$ cat src/rtl/alu_accum_pkg.sv
// Shared opcodes and FSM state encoding for the sequenced accumulator ALU.
package alu_accum_pkg;
    localparam logic [2:0] OP_NOP  = 3'd0;
    localparam logic [2:0] OP_LOAD = 3'd1;
    localparam logic [2:0] OP_ADD  = 3'd2;
    localparam logic [2:0] OP_SUB  = 3'd3;
    localparam logic [2:0] OP_MUL  = 3'd4;
    localparam logic [2:0] OP_DIV  = 3'd5;

    typedef enum logic [1:0] {
        ST_IDLE = 2'd0,
        ST_MUL  = 2'd1,
        ST_DIV  = 2'd2,
        ST_FIN  = 2'd3
    } state_t;
endpackage

$ cat src/rtl/alu_addsub.sv
// Unsigned WIDTH-bit adder/subtractor; c is carry-out on add, borrow on subtract.
module alu_addsub #(
    parameter int WIDTH = 8
) (
    input  logic [WIDTH-1:0] a,
    input  logic [WIDTH-1:0] b,
    input  logic             sub,
    output logic [WIDTH-1:0] y,
    output logic             c
);
    logic [WIDTH:0] full;

    // The extra MSB of the (WIDTH+1)-bit difference is the borrow.
    assign full = sub ? ({1'b0, a} - {1'b0, b}) : ({1'b0, a} + {1'b0, b});
    assign y    = full[WIDTH-1:0];
    assign c    = full[WIDTH];
endmodule

$ cat src/rtl/alu_accum_seq.sv
// Accumulator with single-cycle LOAD/ADD/SUB and FSM-sequenced MUL/DIV,
// all arithmetic funnelled through one shared alu_addsub instance.
module alu_accum_seq
    import alu_accum_pkg::*;
#(
    parameter int WIDTH     = 8,
    parameter int CNT_WIDTH = 8
) (
    input  logic                 CLK,
    input  logic                 CLR,
    input  logic                 E,
    input  logic [2:0]           OP,
    input  logic [WIDTH-1:0]     B,
    output logic [WIDTH-1:0]     Q,
    output logic [CNT_WIDTH-1:0] CNT,
    output logic                 BUSY,
    output logic                 DONE,
    output logic                 OVF,
    output logic                 DIVZ,
    output logic                 ZERO
);
    generate
        if (CNT_WIDTH < WIDTH) begin : g_cnt_width_check
            $error("alu_accum_seq: CNT_WIDTH must be >= WIDTH");
        end
    endgenerate

    state_t               state, state_n;
    logic [WIDTH-1:0]     q, q_n, m, m_n, r, r_n, d, d_n;
    logic [CNT_WIDTH-1:0] cnt, cnt_n;
    logic                 ovf, ovf_n, divz, divz_n, busy, done;

    logic [WIDTH-1:0]     as_a, as_b, as_y;
    logic                 as_sub, as_c;

    alu_addsub #(.WIDTH(WIDTH)) u_addsub (
        .a   (as_a),
        .b   (as_b),
        .sub (as_sub),
        .y   (as_y),
        .c   (as_c)
    );

    // Operand steering kept apart from the next-state block so the adder
    // result feeds forward without a block-level loop.
    always_comb begin
        as_a   = q;
        as_b   = B;
        as_sub = (OP == OP_SUB);
        case (state)
            ST_MUL: begin as_b = m; as_sub = 1'b0; end
            ST_DIV: begin as_b = d; as_sub = 1'b1; end
            default: ;
        endcase
    end

    always_comb begin
        state_n = state;
        q_n     = q;
        cnt_n   = cnt;
        m_n     = m;
        r_n     = r;
        d_n     = d;
        ovf_n   = ovf;
        divz_n  = divz;
        case (state)
            ST_IDLE: begin
                if (E) begin
                    ovf_n  = 1'b0;
                    divz_n = 1'b0;
                    case (OP)
                        OP_LOAD: begin q_n = B; cnt_n = '0; end
                        OP_ADD, OP_SUB: begin q_n = as_y; ovf_n = as_c; end
                        OP_MUL: begin
                            m_n     = q;
                            r_n     = B;
                            q_n     = '0;
                            cnt_n   = '0;
                            state_n = ST_MUL;
                        end
                        OP_DIV: begin
                            d_n   = B;
                            cnt_n = '0;
                            if (B == '0) begin
                                divz_n  = 1'b1;
                                state_n = ST_FIN;
                            end else begin
                                state_n = ST_DIV;
                            end
                        end
                        default: ;
                    endcase
                end
            end
            ST_MUL: begin
                if (r == '0) begin
                    state_n = ST_FIN;
                end else begin
                    q_n   = as_y;
                    ovf_n = ovf | as_c;
                    r_n   = r - WIDTH'(1);
                    cnt_n = cnt + CNT_WIDTH'(1);
                end
            end
            ST_DIV: begin
                // No borrow means Q >= D, so one more subtraction fits.
                if (!as_c) begin
                    q_n   = as_y;
                    cnt_n = cnt + CNT_WIDTH'(1);
                end else begin
                    state_n = ST_FIN;
                end
            end
            default: state_n = ST_IDLE;
        endcase
    end

    always_ff @(posedge CLK) begin
        if (CLR) begin
            state <= ST_IDLE;
            q     <= '0;
            cnt   <= '0;
            m     <= '0;
            r     <= '0;
            d     <= '0;
            ovf   <= 1'b0;
            divz  <= 1'b0;
            busy  <= 1'b0;
            done  <= 1'b0;
        end else begin
            state <= state_n;
            q     <= q_n;
            cnt   <= cnt_n;
            m     <= m_n;
            r     <= r_n;
            d     <= d_n;
            ovf   <= ovf_n;
            divz  <= divz_n;
            busy  <= (state_n != ST_IDLE);
            done  <= (state_n == ST_FIN);
        end
    end

    assign Q    = q;
    assign CNT  = cnt;
    assign BUSY = busy;
    assign DONE = done;
    assign OVF  = ovf;
    assign DIVZ = divz;
    assign ZERO = (q == '0);
endmodule

$ cat config.mk
export PLATFORM = sky130hd
export DESIGN_NAME = alu_accum_seq
export DESIGN_NICKNAME = d
export VERILOG_FILES = /design/src/rtl/alu_accum_pkg.sv /design/src/rtl/alu_addsub.sv /design/src/rtl/alu_accum_seq.sv
export SDC_FILE = /design/constraint.sdc
export NUM_CORES = 1
export LEC_CHECK = 0
export CELL_PAD_IN_SITES_DETAIL_PLACEMENT = 1
export CELL_PAD_IN_SITES_GLOBAL_PLACEMENT = 2
export CORE_MARGIN = 2
export CORE_UTILIZATION = 33
export DETAILED_ROUTE_END_ITERATION = 12
export PLACE_DENSITY = 0.76
export SLEW_MARGIN = 20
export SYNTH_ARGS = -nofsm -noshare
export SYNTH_HDL_FRONTEND = slang
export SYNTH_SLANG_ARGS = --single-unit
export TNS_END_PERCENT = 30
$ cat constraint.sdc
create_clock -name CLK -period 5.8 [get_ports CLK]
set_input_delay 1.74 -clock CLK [delete_from_list [all_inputs] [get_ports CLK]]
set_output_delay 1.74 -clock CLK [all_outputs]
set_load 0.05 [all_outputs]
==> impl_metrics.ini <==
[logic_synthesis]
synth-seq-cells = 46
synth_area_mm2 = 0.00297
synth_ff_type = dfxtp_1
ys_warn_count = 0
synth_nets = 400
synth_area_leaders = dfxtp_1 (31%), ha_1 (7.2%), a21oi_1 (5.7%)
yosysSeqAreaShare = 0.310
ys_async_sr_fraction = 0
syn_avg_cell_area_um2 = 8.07
synth_top_area_share = 0.310
yosysUniqueCellTypes = 59
yosysTopAreaCell = dfxtp_1
synth_edf_count = 0
synth_cells = 368

[global_route]
grt_max_degree = 52
grt_pass1_vias = 2821
antenna_found_initial = 0
grt.overflow.total = 0
grt_pass1_wl_um = 14500
grt_usage = 0.187

[detailed_routing]
vias = 2720
drt_iter0_drc = 61
routedWlPerCell_um = 17.3
drc = 0
viasPerCell = 5.32
route.antenna.remaining_nets = 0
routed_wl_um = 8840
firstDrtPassIters = 4

[clock_tree]
postCtsHoldBufs = 0
cts_max_level = 2
cts_buffer_depth = 2
post-cts-setup-buffers = 0
path_clk_slew_ns = 0.09
cts_tree = built
clkLatencyLatePin_ns = 0.31
root_buffer = clkbuf_8
cts_buffers = 5
cts_resized = 0
numClockSinks = 46

[sta]
setup_viol = 0
rsz0062_at_grt = no
fin_worst_skew_ns = 0.00625
slew_headroom = 0.322
fin_crit_sh = 0.897
worst_pin_slew_ns = 1.02
timing.fmax_mhz = 192
slew_violations = 0
holdWs_ns = 0.463
period_minus_slack_ns = 5.20
hold_violations = 0
fin_ws_ns = 0.598
final.setup.tns_ns = 0

[critical_path]
cpLargestDelayFamily = compound AO/OA/AOI/OAI gates
crit_start = B[0]
path_class = input port to register
max_stage_delay_ns = 0.51
cpMaxStageDelayCell = clkdlybuf4s50_1
arrival_ns = 5.36
path_cells = clkdlybuf4s50_1 > nor2_1 > a21oi_1 > inv_1 > ha_1 > nand2_1 > o21ai_0 > fa_1 > nand2b_1 > a21oi_1 > a41oi_1 > nand2_1 > xnor2_2 > a2111oi_4 > buf_4 > a21boi_1 > o32ai_1
rr_startpoint = state[0]
cp-start-kind = input port
path_max_fanout = 9
end_kind = register
critPathBufInv = 3
critPathRequiredTime_ns = 5.96

[finish]
layout-drive-gt1-share = 0.0794
mostFrequentLayoutCells = dfxtp_1 (46), nand2_1 (41), nor2_1 (41), a21oi_1 (34), clkdlybuf4s50_1 (33)
fill_cells = 1067
diodes = 0
nets = 434
synthToLayoutAreaGrowth_pct = 18.7
multi_input_area_mm2 = 0.00187
layout_commonest_cell = dfxtp_1
seqCellArea_um2 = 921
final_util = 0.404

[min_path]
worstHoldPathType = register to register
hp-start = m[5]

[floorplan]
coreArea_mm2 = 0.00872
ios = 35
rows = 34
die_x_um = 98.9
die-area_mm2 = 0.00978
dieHeight_um = 98.9
initial_core_util = 0.341

[placed_design]
dpl.hpwl_um = 6500
post-place-ws_ns = 0.254
port_buffers = 34
gp_congestion = 0.855

[power_and_ir_drop]
power_density_mw_per_mm2 = 475
p_leak_nw = 1.34
irDropWorstVdd_v = 0.000221

[job]
max_cap_violations = 0

[outcome]
outcome = completed
==> cell families (layout without fill, tap and decap cells) <==
group / count (synthesis) / after routing / synth area share
buffers and inverters: 41 / 76 / 0.0598
adders and majority gates: 18 / 18 / 0.0783
and+or+nand+nor: 131 / 131 / 0.208
muxes: 13 / 13 / 0.0451
DFF: 46 / 46 / 0.310
AOI/OAI and AO/OA: 107 / 107 / 0.261
xor gates and xnor gates: 12 / 12 / 0.0379
==> synth_stat cells, types with 5 or more instances <==
cell,instances
dfxtp_1,46
nand2_1,41
nor2_1,41
a21oi_1,34
inv_1,22
ha_1,17
clkbuf_1,13
mux2i_1,12
o21ai_0,12
a211oi_1,9
nand2b_1,8
nand3_1,8
or3_1,8
a22oi_1,7
xnor2_1,6
a22o_1,5
nor3_1,5
o32ai_1,5
xor2_1,5
==> area by class of cell <==
type | instances | share of cell area
inverters | 22 | 0.0234
clock inverters | 1 | 0.00142
well taps | 108 | 0.0383
clock buffers | 7 | 0.0245
flip-flops and latches | 46 | 0.261
repair buffers | 46 | 0.121
multi-input cells | 281 | 0.531
==> where the power goes <==
group          total, mW  leakage, nW  internal (mW)  switching (mW)
Sequential         0.422        0.374          0.364          0.0585
Combinational       1.04        0.916          0.409           0.630
Clock              0.214       0.0482         0.0965           0.118
Total               1.68         1.34          0.869           0.806
==> path summary, 6_finish.rpt <==
kind	cells past startpoint	slack, ns	endpoint
worst max register to register	18	1.13	CNT[6]
worst min register to register	2	0.46	m[5]
worst min-delay path	2	0.46	m[5]
worst max-delay path	17	0.60	CNT[6]
==> per-stage QoR <==
stage	area [um2]	instances	total power [mW]
6_report	3530	511	1.68
5_1_grt	3530	511	1.82
4_1_cts	3530	511	1.69
3_5_place_dp	3440	503	1.46
3_3_place_gp	3440	503	1.46
2_1_floorplan	2970	368	1.20
==> per-layer routing <==
layer / global-route usage / vias up / share of wire
met2: 0.315 / 37 / 0.47
met4: 0.0506 / 0 / 0.011
met1: 0.251 / 1292 / 0.50
met5: 0 / - / 0
met3: 0.0234 / 8 / 0.020
li1: - / 1383 / -
==> worst register-to-register path: stages (launching register included) <==
cell       delay, ns
dfxtp_1         0.42
inv_1           0.09
ha_1            0.88
nor2_1          0.09
a21oi_1         0.25
inv_1           0.07
ha_1            0.27
nand2_1         0.06
o21ai_0         0.14
fa_1            0.43
nand2b_1        0.20
a21oi_1         0.27
a41oi_1         0.15
nand2_1         0.13
xnor2_2         0.15
a2111oi_4       0.41
buf_4           0.22
a21boi_1        0.20
o32ai_1         0.10
==> registers in the layout (all words and copies together) (netlist names) <==
signal,count
BUSY,1
CNT,8
DIVZ,1
DONE,1
OVF,1
Q,8
d,8
m,8
r,8
state,2
Power figures use the tool's default switching activity.
